<file path="config.mk">
export PLATFORM = sky130hd
export DESIGN_NAME = ysyx_24110006_writeback_flat
export DESIGN_NICKNAME = d
export VERILOG_FILES = /design/src/rtl/ysyx_24110006_writeback_if.sv /design/src/rtl/ysyx_24110006_writeback.sv /design/src/flat_wrapper.sv
export SDC_FILE = /design/constraint.sdc
export NUM_CORES = 1
export LEC_CHECK = 0
export CORE_ASPECT_RATIO = 0.5
export CORE_MARGIN = 2
export CORE_UTILIZATION = 51
export DETAILED_ROUTE_END_ITERATION = 12
export GPL_TIMING_DRIVEN = 0
export MAX_ROUTING_LAYER = met4
export PLACE_DENSITY = 0.86
export SYNTH_ARGS = -nofsm -noshare
export SYNTH_HDL_FRONTEND = slang
export SYNTH_SLANG_ARGS = --single-unit
</file>
<file path="constraint.sdc">
create_clock -name i_clock -period 3.06 [get_ports i_clock]
set_input_delay 0.306 -clock i_clock [delete_from_list [all_inputs] [get_ports i_clock]]
set_output_delay 0.306 -clock i_clock [all_outputs]
set_load 0.005 [all_outputs]
</file>
<file path="src/rtl/ysyx_24110006_writeback_if.sv">
// Bus bundle between decode/EXU/LSU and the writeback unit.
// The slave modport is the writeback unit; the master modport drives it.
interface ysyx_24110006_writeback_if #(
  parameter int unsigned ADDR_WIDTH = 5,
  parameter int unsigned DATA_WIDTH = 32
);
  logic                  i_issue_valid;
  logic [ADDR_WIDTH-1:0] i_issue_rd;
  logic                  o_issue_ready;
  logic [ADDR_WIDTH-1:0] i_raddr1;
  logic [ADDR_WIDTH-1:0] i_raddr2;
  logic                  o_busy1;
  logic                  o_busy2;
  logic                  i_exu_valid;
  logic [ADDR_WIDTH-1:0] i_exu_rd;
  logic [DATA_WIDTH-1:0] i_exu_data;
  logic                  o_exu_ready;
  logic                  i_lsu_valid;
  logic [ADDR_WIDTH-1:0] i_lsu_rd;
  logic [DATA_WIDTH-1:0] i_lsu_data;
  logic                  o_lsu_ready;
  logic                  o_wen;
  logic [ADDR_WIDTH-1:0] o_waddr;
  logic [DATA_WIDTH-1:0] o_wdata;
  logic [31:0]           o_commit_cnt;

  modport slave (
    input  i_issue_valid, i_issue_rd, i_raddr1, i_raddr2,
    input  i_exu_valid, i_exu_rd, i_exu_data,
    input  i_lsu_valid, i_lsu_rd, i_lsu_data,
    output o_issue_ready, o_busy1, o_busy2, o_exu_ready, o_lsu_ready,
    output o_wen, o_waddr, o_wdata, o_commit_cnt
  );

  modport master (
    output i_issue_valid, i_issue_rd, i_raddr1, i_raddr2,
    output i_exu_valid, i_exu_rd, i_exu_data,
    output i_lsu_valid, i_lsu_rd, i_lsu_data,
    input  o_issue_ready, o_busy1, o_busy2, o_exu_ready, o_lsu_ready,
    input  o_wen, o_waddr, o_wdata, o_commit_cnt
  );
endinterface

</file>
<file path="src/rtl/ysyx_24110006_writeback.sv">
// Writeback unit: round-robin EXU/LSU arbitration into a registered register
// file write port, plus a per-register pending-write scoreboard.
module ysyx_24110006_writeback #(
  parameter int unsigned ADDR_WIDTH = 5,
  parameter int unsigned DATA_WIDTH = 32
) (
  input logic                      i_clock,
  input logic                      i_reset,
  ysyx_24110006_writeback_if.slave bus
);
  localparam int unsigned NUM_REGS = 1 << ADDR_WIDTH;
  localparam int unsigned CNT_W    = 32;

  logic [NUM_REGS-1:0]   busy;
  logic [NUM_REGS-1:0]   busy_next;
  logic                  prefer_lsu;
  logic                  wen;
  logic [ADDR_WIDTH-1:0] waddr;
  logic [DATA_WIDTH-1:0] wdata;
  logic [CNT_W-1:0]      commit_cnt;

  logic                  grant_lsu_c;
  logic                  grant_exu_c;
  logic                  exu_ready_c;
  logic                  lsu_ready_c;
  logic                  issue_ready_c;
  logic                  issue_set_c;
  logic                  accept_c;
  logic [ADDR_WIDTH-1:0] sel_rd_c;
  logic [DATA_WIDTH-1:0] sel_data_c;

  // Grant depends only on valids and the pointer, never on data fields
  always_comb begin
    grant_lsu_c   = bus.i_lsu_valid && (!bus.i_exu_valid || prefer_lsu);
    grant_exu_c   = bus.i_exu_valid && !grant_lsu_c;
    exu_ready_c   = grant_exu_c && !i_reset;
    lsu_ready_c   = grant_lsu_c && !i_reset;
    accept_c      = exu_ready_c || lsu_ready_c;
    sel_rd_c      = grant_exu_c ? bus.i_exu_rd : bus.i_lsu_rd;
    sel_data_c    = grant_exu_c ? bus.i_exu_data : bus.i_lsu_data;
    issue_ready_c = !i_reset && ((bus.i_issue_rd == '0) || !busy[bus.i_issue_rd]);
    issue_set_c   = bus.i_issue_valid && issue_ready_c && (bus.i_issue_rd != '0);
  end

  // Clear on commit, then set on issue so a same-edge set wins
  always_comb begin
    busy_next = busy;
    if (wen) busy_next[waddr] = 1'b0;
    if (issue_set_c) busy_next[bus.i_issue_rd] = 1'b1;
    busy_next[0] = 1'b0;
  end

  always_ff @(posedge i_clock) begin
    if (i_reset) begin
      busy       <= '0;
      prefer_lsu <= 1'b1;
      wen        <= 1'b0;
      waddr      <= '0;
      wdata      <= '0;
      commit_cnt <= '0;
    end else begin
      busy <= busy_next;
      wen  <= accept_c && (sel_rd_c != '0);
      if (accept_c) begin
        prefer_lsu <= grant_exu_c;
        waddr      <= sel_rd_c;
        wdata      <= sel_data_c;
      end
      if (wen) commit_cnt <= commit_cnt + CNT_W'(1);
    end
  end

  assign bus.o_issue_ready = issue_ready_c;
  assign bus.o_busy1       = busy[bus.i_raddr1];
  assign bus.o_busy2       = busy[bus.i_raddr2];
  assign bus.o_exu_ready   = exu_ready_c;
  assign bus.o_lsu_ready   = lsu_ready_c;
  assign bus.o_wen         = wen;
  assign bus.o_waddr       = waddr;
  assign bus.o_wdata       = wdata;
  assign bus.o_commit_cnt  = commit_cnt;
endmodule
</file>
<file path="src/flat_wrapper.sv">
// flat-port wrapper written by rule: the top's interface ports become plain ports
module ysyx_24110006_writeback_flat 
#(
  parameter int unsigned ADDR_WIDTH = 5,
  parameter int unsigned DATA_WIDTH = 32
)
  (i_clock, i_reset, bus_i_issue_valid, bus_i_issue_rd, bus_i_raddr1, bus_i_raddr2, bus_i_exu_valid, bus_i_exu_rd, bus_i_exu_data, bus_i_lsu_valid, bus_i_lsu_rd, bus_i_lsu_data, bus_o_issue_ready, bus_o_busy1, bus_o_busy2, bus_o_exu_ready, bus_o_lsu_ready, bus_o_wen, bus_o_waddr, bus_o_wdata, bus_o_commit_cnt);
  ysyx_24110006_writeback_if #(.ADDR_WIDTH(ADDR_WIDTH), .DATA_WIDTH(DATA_WIDTH)) bus_i ();
  input logic i_clock;
  input logic i_reset;
  input wire logic [$bits(bus_i.i_issue_valid)-1:0] bus_i_issue_valid;
  input wire logic [$bits(bus_i.i_issue_rd)-1:0] bus_i_issue_rd;
  input wire logic [$bits(bus_i.i_raddr1)-1:0] bus_i_raddr1;
  input wire logic [$bits(bus_i.i_raddr2)-1:0] bus_i_raddr2;
  input wire logic [$bits(bus_i.i_exu_valid)-1:0] bus_i_exu_valid;
  input wire logic [$bits(bus_i.i_exu_rd)-1:0] bus_i_exu_rd;
  input wire logic [$bits(bus_i.i_exu_data)-1:0] bus_i_exu_data;
  input wire logic [$bits(bus_i.i_lsu_valid)-1:0] bus_i_lsu_valid;
  input wire logic [$bits(bus_i.i_lsu_rd)-1:0] bus_i_lsu_rd;
  input wire logic [$bits(bus_i.i_lsu_data)-1:0] bus_i_lsu_data;
  output wire logic [$bits(bus_i.o_issue_ready)-1:0] bus_o_issue_ready;
  output wire logic [$bits(bus_i.o_busy1)-1:0] bus_o_busy1;
  output wire logic [$bits(bus_i.o_busy2)-1:0] bus_o_busy2;
  output wire logic [$bits(bus_i.o_exu_ready)-1:0] bus_o_exu_ready;
  output wire logic [$bits(bus_i.o_lsu_ready)-1:0] bus_o_lsu_ready;
  output wire logic [$bits(bus_i.o_wen)-1:0] bus_o_wen;
  output wire logic [$bits(bus_i.o_waddr)-1:0] bus_o_waddr;
  output wire logic [$bits(bus_i.o_wdata)-1:0] bus_o_wdata;
  output wire logic [$bits(bus_i.o_commit_cnt)-1:0] bus_o_commit_cnt;
  assign bus_i.i_issue_valid = bus_i_issue_valid;
  assign bus_i.i_issue_rd = bus_i_issue_rd;
  assign bus_i.i_raddr1 = bus_i_raddr1;
  assign bus_i.i_raddr2 = bus_i_raddr2;
  assign bus_i.i_exu_valid = bus_i_exu_valid;
  assign bus_i.i_exu_rd = bus_i_exu_rd;
  assign bus_i.i_exu_data = bus_i_exu_data;
  assign bus_i.i_lsu_valid = bus_i_lsu_valid;
  assign bus_i.i_lsu_rd = bus_i_lsu_rd;
  assign bus_i.i_lsu_data = bus_i_lsu_data;
  assign bus_o_issue_ready = bus_i.o_issue_ready;
  assign bus_o_busy1 = bus_i.o_busy1;
  assign bus_o_busy2 = bus_i.o_busy2;
  assign bus_o_exu_ready = bus_i.o_exu_ready;
  assign bus_o_lsu_ready = bus_i.o_lsu_ready;
  assign bus_o_wen = bus_i.o_wen;
  assign bus_o_waddr = bus_i.o_waddr;
  assign bus_o_wdata = bus_i.o_wdata;
  assign bus_o_commit_cnt = bus_i.o_commit_cnt;
  ysyx_24110006_writeback #(.ADDR_WIDTH(ADDR_WIDTH), .DATA_WIDTH(DATA_WIDTH)) u_core (.i_clock(i_clock), .i_reset(i_reset), .bus(bus_i));
endmodule
</file>
## Word-level counts from Yosys, hierarchy flattened

Index checks and enable logic that the tools add are counted.

- $add $sub $neg: 1
- Bitwise logic cells: 3
- Order comparisons: 6
- Multiplexer cells: 14
- Reductions and logical operators: 20

Operator list:

| operator | count |
|---|---|
| 2-to-1 mux 32 bit | 3 |
| adder 32 x 1 -> 32 bit, second input constant | 1 |
| AND 32 bit | 1 |
| inverter 32 bit | 1 |
| OR 32 bit | 1 |
| less-than comparator 5 x 6 -> 1 bit, second input constant | 4 |
| binary-select mux 1 bit (select 5 bit) | 3 |
| demux 1 bit (select 5 bit) | 2 |
| greater-or-equal comparator 5 x 1 -> 1 bit, second input constant | 2 |
| logical AND 1 bit | 10 |
| nonzero test 5 bit | 2 |
| zero test 5 bit | 1 |
| 2-to-1 mux 1 bit | 5 |
| 2-to-1 mux 5 bit | 1 |
| zero test 1 bit | 4 |
| logical OR 1 bit | 3 |

- Word-level logic and storage cells: 51
- Register bits after elaboration: 103

## Depth between registers and ports, before layout

Gate-level depths: netlist of the first run.

- Word-level depth: 9
- Depth in mapped cells: 8

## Worst setup path before layout of the first run

OpenSTA, ideal clock, no wires.

- Path type: in2out
- From: in bus_i_raddr1[0]
- To: out bus_o_busy1
- Slack: 1158 ps
- Data required time: 2754 ps
- Arrival: 1596 ps
- Buffers on the path: 1
- Stages: 5
- Path through: buf_6 > mux4_2 > mux2i_1 > nor3b_1 > or4_1

- Word-level cells in the longest chain between the ends: 2

RTL lines:

| what | line | source |
|---|---|---|
| from (decl) | flat_wrapper.sv:13 | `input wire logic [$bits(bus_i.i_raddr1)-1:0] bus_i_raddr1;` |
| binary-select mux 1 bit (select 5 bit) | ysyx_24110006_writeback.sv:74 | `assign bus.o_busy1 = busy[bus.i_raddr1];` |
| 2-to-1 mux 1 bit (not written as such) | ysyx_24110006_writeback.sv:74 |  |
| to (decl) | flat_wrapper.sv:22 | `output wire logic [$bits(bus_i.o_busy1)-1:0] bus_o_busy1;` |

Every way passes these cells. The select of a mux whose other input is x is not followed.

## Worst setup path after layout of the first run

- From: in bus_i_raddr2[0]
- To: out bus_o_busy2

- Word-level cells in the longest chain between the ends: 2

RTL lines:

| what | line | source |
|---|---|---|
| from (decl) | flat_wrapper.sv:14 | `input wire logic [$bits(bus_i.i_raddr2)-1:0] bus_i_raddr2;` |
| binary-select mux 1 bit (select 5 bit) | ysyx_24110006_writeback.sv:75 | `assign bus.o_busy2 = busy[bus.i_raddr2];` |
| 2-to-1 mux 1 bit (not written as such) | ysyx_24110006_writeback.sv:75 |  |
| to (decl) | flat_wrapper.sv:23 | `output wire logic [$bits(bus_i.o_busy2)-1:0] bus_o_busy2;` |

Every way passes these cells. The select of a mux whose other input is x is not followed.

==> results of run 1 <==
-- cells by family after synthesis --
group / count (synthesis) / synth area share, %
buffers and inverters: 51 / 4.38
AND/OR/NAND/NOR: 245 / 23.6
adder cells (fa/ha/maj): 1 / 0.226
flip-flops: 102 / 36.8
AO/OA/AOI/OAI: 117 / 14.4
XOR/XNOR: 29 / 4.58
multiplexers: 78 / 16.0
-- how the worst max path moves through the flow --
stage / startpoint / to / cells after the start
2_1_floorplan: bus_i_raddr1[0] / bus_o_busy1 / 5
3_3_place_gp: bus_i_issue_rd[1] / bus_o_issue_ready / 9
3_5_place_dp: bus_i_issue_rd[1] / bus_o_issue_ready / 9
4_1_cts: bus_i_issue_rd[1] / bus_o_issue_ready / 9
5_1_grt: bus_i_raddr2[0] / bus_o_busy2 / 7
6_report: bus_i_raddr2[0] / bus_o_busy2 / 7
-- where the power goes --
| group | internal (uW) | switching (uW) | total, uW |
|---|---|---|---|
| logic | 321 | 259 | 581 |
| clock network | 746 | 527 | 1270 |
| registers | 1380 | 35.0 | 1410 |
-- registers in the layout, indices dropped and copies added, names as in the netlist --
signal and count:
u_core.prefer_lsu 1, u_core.bus.o_wdata 32, u_core.busy 31, u_core.bus.o_wen 1
u_core.bus.o_commit_cnt 32, u_core.bus.o_waddr 5
-- what timing repair did --
item,4_1_cts,5_1_grt
gates resized for setup,5,8
setup endpoints to repair,3,3
buffers inserted,4,4
-- critical path: stages --
cell	delay, ns
clkdlybuf4s50_1	0.52
buf_6	0.14
mux4_2	0.51
mux2i_2	0.20
nor3_1	0.07
or4_1	0.50
clkdlybuf4s50_1	0.45
-- stage by stage --
stage	std cells	cell area, sq um	hold slack, ns	TNS [ns]
6_report	950	7810	0.402	0
5_1_grt	950	7810	0.421	-0.00824
4_1_cts	946	7750	0.390	0
3_5_place_dp	926	7350	0.504	-0.155
3_3_place_gp	926	7350	0.506	-0.124
2_1_floorplan	623	5550	0.442	0
-- per-layer routing --
layer	vias up	track usage [%]	share of wire, %
li1	2632	-	-
met1	2621	38.0	44
met2	219	47.6	48
met3	39	4.35	6.1
met4	0	10.7	2.4
met5	-	-	0
-- cell type report --
type | count | area [sq um]
repair buffers | 171 | 1720
clock buffers | 10 | 239
inverters | 6 | 22.5
multi-input cells | 470 | 3280
well taps | 140 | 175
plain buffers | 45 | 231
fillers | 769 | 2570
flip-flops and latches | 102 | 2040
clock inverters | 6 | 91.3
-- layout by cell type (no fill, tap or decap), drive strengths merged, types with 8 or more instances in the layout --
| master | Yosys | layout |
|---|---|---|
| xor2 | 22 | 22 |
| nor3b | 8 | 8 |
| o31ai | 19 | 19 |
| nand3b | 22 | 22 |
| nand4 | 17 | 17 |
| nor2 | 78 | 78 |
| inv | 6 | 8 |
| dfxtp | 102 | 102 |
| clkdlybuf4s50 | 0 | 160 |
| mux2 | 9 | 9 |
| nor2b | 22 | 22 |
| nand2 | 38 | 38 |
| o21ai | 35 | 35 |
| clkbuf | 29 | 39 |
| a211oi | 38 | 38 |
| buf | 16 | 24 |
| nand3 | 18 | 18 |
| mux2i | 62 | 62 |
==> flow_summary.toml, run 1 <==
[drt]
vias_per_cell = 5.80
vias = 5511
drtAntennaViolNets = 0
drt-pass1-iter-count = 4
finalWirelength_mm = 17.0
drcViolationCount = 0
initialDrtViolationCount = 363
routedWlPerCell_um = 17.9

[global_route]
grt.total_usage_pct = 29.5
first_global_vias = 5229
grt_pass1_wl_mm = 26.6
antenna_found_initial = 0
grt_max_degree = 18
grt_overflow = 0

[critical_path]
crit_fanout = 5
critPathRequiredTime_ns = 2.75
reg2reg_slack_ns = 1.08
r2r-start = "u_core.bus.o_commit_cnt[0]"
cp.arrival_ns = 2.70
r2r_cells = 6
cp-start-kind = "input port"
cp-end-kind = "output port"
crit_type = "in -> out"
reg2reg_to = "u_core.bus.o_commit_cnt[30]"

[sta]
slew_headroom_pct = 60.8
period_minus_slack_ns = 3.01
skew_ns = 0.00743
fin_crit_sh_pct = 98.2
slew_violations = 0
setup_viol = 0
hold_violations = 0
max_freq_ghz = 0.333
tightest_slew_ns = 0.588
setup_slack_ns = 0.0540

[cells_and_area]
utilization_pct = 75.2
drive_gt1_share_pct = 8.02
final_net_count = 900
antennaDiodeCount = 0
area_delta_synth_final_pct = 40.8

[min_path]
min_path_cells = 3
min_path_type = "in -> reg"
whs_endpoint = "u_core.busy[17]"
holdCritStartpoint = "bus_i_issue_rd[3]"

[floorplan]
die_x_um = 151
start_util_pct = 53.4
core_sq_um = 10400
die_h_um = 77.7
num_rows = 26
ios = 169
fp.dieArea_sq_um = 11800

[clock_network]
cts_buffers = 9
clock_path_buffers = 2
cts_root_buf = "clkbuf_16"
cts_tree = "built"
clkTransAtPathRegs_ns = 0.07
htreeDepth = 3
clk_latency_ns = 0.35
clock_sinks = 102
hold_buffers = 0

[synth]
netlist_top_cells_area = "dfxtp_1 (37%), mux2i_1 (11%), nor2_1 (5.2%), a211oi_1 (5.1%), xor2_1 (3.5%)"
yosysMostFrequentCell = "dfxtp_1"
synth_top_cell_by_area = "dfxtp_1"
ys_seq_area_share_pct = 36.8
netlist_area_sq_um = 5550
synth_edf_count = 0
yosysWarnings = 0
synth.distinct_cells = 53
syn_area_per_cell_sq_um = 8.90
async_flop_share_pct = 0
syn_nets = 718
synth_flop_cell = "dfxtp_1"
synth_top_area_share_pct = 36.8
netlist_top_cells_count = "dfxtp_1 (102), nor2_1 (77), mux2i_1 (62)"
syn_inst = 623
ys_seq_elements = 102

[place]
dp_slack_ns = -0.129
port_buffers = 163
dp_hpwl_mm = 12.7
place_congestion = 0.869

[job]
drv_cap = 0

[power_and_ir_drop]
ir_drop_uv = 359
power_leakage_uw = 0.00282
p_total_uw = 3270
pwr_density_cell_nw_per_um2 = 419

[status]
status = "complete, no violations"
Note: power is estimated with default switching activity, not from simulation.
==> run 2: changes to the inputs <==
--- a/config.mk
+++ b/config.mk
@@ -5,13 +5,14 @@
 export SDC_FILE = /design/constraint.sdc
 export NUM_CORES = 1
 export LEC_CHECK = 0
+export ABC_AREA = 1
 export CORE_ASPECT_RATIO = 0.5
 export CORE_MARGIN = 2
-export CORE_UTILIZATION = 51
+export CORE_UTILIZATION = 52
 export DETAILED_ROUTE_END_ITERATION = 12
 export GPL_TIMING_DRIVEN = 0
 export MAX_ROUTING_LAYER = met4
-export PLACE_DENSITY = 0.86
+export PLACE_DENSITY = 0.87
 export SYNTH_ARGS = -nofsm -noshare
 export SYNTH_HDL_FRONTEND = slang
 export SYNTH_SLANG_ARGS = --single-unit
==> flow_summary.toml, run 2 <==
[sta]
max_freq_ghz = 0.358
hold_violations = 0
fin_crit_sh_pct = 91.3
rsz0062_at_grt = "no"
slew_violations = 0
period_minus_slack_ns = 2.80
setup_viol = 0
setup-tns-final_ns = 0
setup_slack_ns = 0.265
slew_headroom_pct = 51.1
skew_ns = 0.0110
tightest_slew_ns = 0.734

[synth]
synth_top_cell_by_area = "dfxtp_1"
netlist_top_cells_count = "nand2_1 (154), o21ai_0 (116), dfxtp_1 (102)"
ys_seq_area_share_pct = 35.1
syn_area_per_cell_sq_um = 6.99
synth.distinct_cells = 35
yosysMostFrequentCell = "nand2_1"
yosysWarnings = 0
async_flop_share_pct = 0
synth_flop_cell = "dfxtp_1"
ys_seq_elements = 102
syn_nets = 928
synth_top_area_share_pct = 35.1
netlist_top_cells_area = "dfxtp_1 (35%), o21ai_0 (10%), nand2_1 (9.9%), nand3_1 (5.8%), nor2_1 (5.7%)"
synth_edf_count = 0
syn_inst = 833
netlist_area_sq_um = 5820

[power_and_ir_drop]
pwr_density_cell_nw_per_um2 = 413
intPower_uw = 2420
p_total_uw = 3290
power_leakage_uw = 0.00284
p_sw_uw = 871
p_clk_share_pct = 38.0
switching_share_pct = 26.4
ir_drop_uv = 343
pwr-share-comb_pct = 18.7
seqPwrFrac_pct = 43.3

[drt]
finalWirelength_mm = 19.2
initialDrtViolationCount = 553
drt-pass1-iter-count = 5
vias = 6761
drcViolationCount = 0
routedWlPerCell_um = 16.6
vias_per_cell = 5.84
drtAntennaViolNets = 0

[clock_network]
post-cts-setup-buffer-count = 0
htreeDepth = 3
clock_sinks = 102
cts_buffers = 9
clock_path_buffers = 2
hold_buffers = 0
clk_latency_ns = 0.35
cts_tree = "built"
post_cts_resized = 0
clkTransAtPathRegs_ns = 0.07
cts_root_buf = "clkbuf_16"

[critical_path]
path_cells = "clkdlybuf4s50_1 -> clkbuf_1 -> o21ai_0 -> o221ai_1 -> nand3_1 -> nand3_1 -> o21a_1 -> clkdlybuf4s50_1"
crit_type = "in -> out"
critPathRequiredTime_ns = 2.75
crit_fanout = 10
cp-start-kind = "input port"
cp-end-kind = "output port"
crit_slowest_cell = "clkdlybuf4s50_1"
cp.arrival_ns = 2.49
slowest_delay_ns = 0.61
r2r_cells = 9

[cells_and_area]
final_net_count = 1103
drive_gt1_share_pct = 9.18
antennaDiodeCount = 0
area_delta_synth_final_pct = 37.1
final_common_cell = "clkdlybuf4s50_1"
layout_common_cells = "clkdlybuf4s50_1 (166), nand2_1 (154), o21ai_0 (116)"

[floorplan]
ios = 169
start_util_pct = 53.2
core_sq_um = 10900
die_x_um = 154
num_rows = 27
die_h_um = 78.8
fp.dieArea_sq_um = 12100

[global_route]
grt_overflow = 0
first_global_vias = 6436
grt.total_usage_pct = 32.7
grt_max_degree = 17
antenna_found_initial = 0
grt_pass1_wl_mm = 31.3

[status]
status = "complete, no violations"

[job]
drv_cap = 0

[place]
dp_hpwl_mm = 14.6
place_congestion = 0.957
dp_slack_ns = 0.170
port_buffers = 166

[min_path]
min_path_type = "in -> reg"
min_path_cells = 3
## run 2: changes by cell type after synthesis, sizes merged, moves of 52 or more
cell and delta:
inv +52, mux2i -57, o21ai +81, nand2 +118, nand3 +79, a21oi +53
## run 2: worst paths after layout
| path | slack, ns | start | to |
|---|---|---|---|
| max reg2reg | 1.03 | u_core.bus.o_commit_cnt[0] | u_core.bus.o_commit_cnt[12] |
| min reg2reg | 0.47 | u_core.bus.o_commit_cnt[31] | u_core.bus.o_commit_cnt[31] |
| min | 0.40 | bus_i_exu_valid | u_core.bus.o_wdata[0] |
| max | 0.26 | bus_i_raddr2[0] | bus_o_busy2 |
## run 2: power groups by stage
stage / logic (uW) / clock network [uW] / registers, uW
after floorplan: 277 / 0 / 1450
after global placement: 598 / 0 / 1450
after detailed placement: 608 / 0 / 1450
after CTS: 612 / 1250 / 1420
after global routing: 669 / 1310 / 1430
final: 617 / 1250 / 1420
## run 2: metrics by stage
stage | hold WS (ns) | std cells | instance area [sq um] | util (%)
finish | 0.402 | 1158 | 7980 | 72.9
global route | 0.446 | 1158 | 7980 | 72.9
CTS | 0.405 | 1160 | 7990 | 73.0
detailed placement | 0.457 | 1144 | 7660 | 70.0
global placement | 0.449 | 1144 | 7660 | 70.0
floorplan | 0.435 | 833 | 5820 | -
## run 2: per-layer routing
metal,routed length (um),global-route usage [%],share of wire (%)
met4,469,10.9,2.4
met2,9320,56.4,48
met5,0,-,0
met1,7990,38.5,42
met3,1460,7.15,7.6
## run 2: kinds of logic (layout without fill, tap and decap cells)
logic type / count (synthesis) / in the layout / share of synthesized area, %
AND/OR/NAND/NOR: 385 / 385 / 31.3
AO/OA/AOI/OAI: 228 / 228 / 23.2
multiplexers: 5 / 5 / 0.860
buffers and inverters: 103 / 283 / 8.00
XOR/XNOR: 9 / 9 / 1.35
adder cells (fa/ha/maj): 1 / 1 / 0.215
flip-flops: 102 / 102 / 35.1
## run 2: area by class of cell
| cell class | count | area, sq um |
|---|---|---|
| tap | 145 | 181 |
| inverter | 58 | 223 |
| clock buffer | 11 | 243 |
| sequential | 102 | 2040 |
| timing repair buffer | 166 | 1660 |
| fill | 903 | 2960 |
| buffer | 43 | 235 |
| clock inverter | 5 | 82.6 |
| multi-input combinational | 628 | 3310 |
## run 2: worst max-delay path, delay by kind of cell
family / cells / cell delay [ns]
buf+inv: 3 / 1.49
compound gates: 3 / 0.50
simple gates: 2 / 0.20
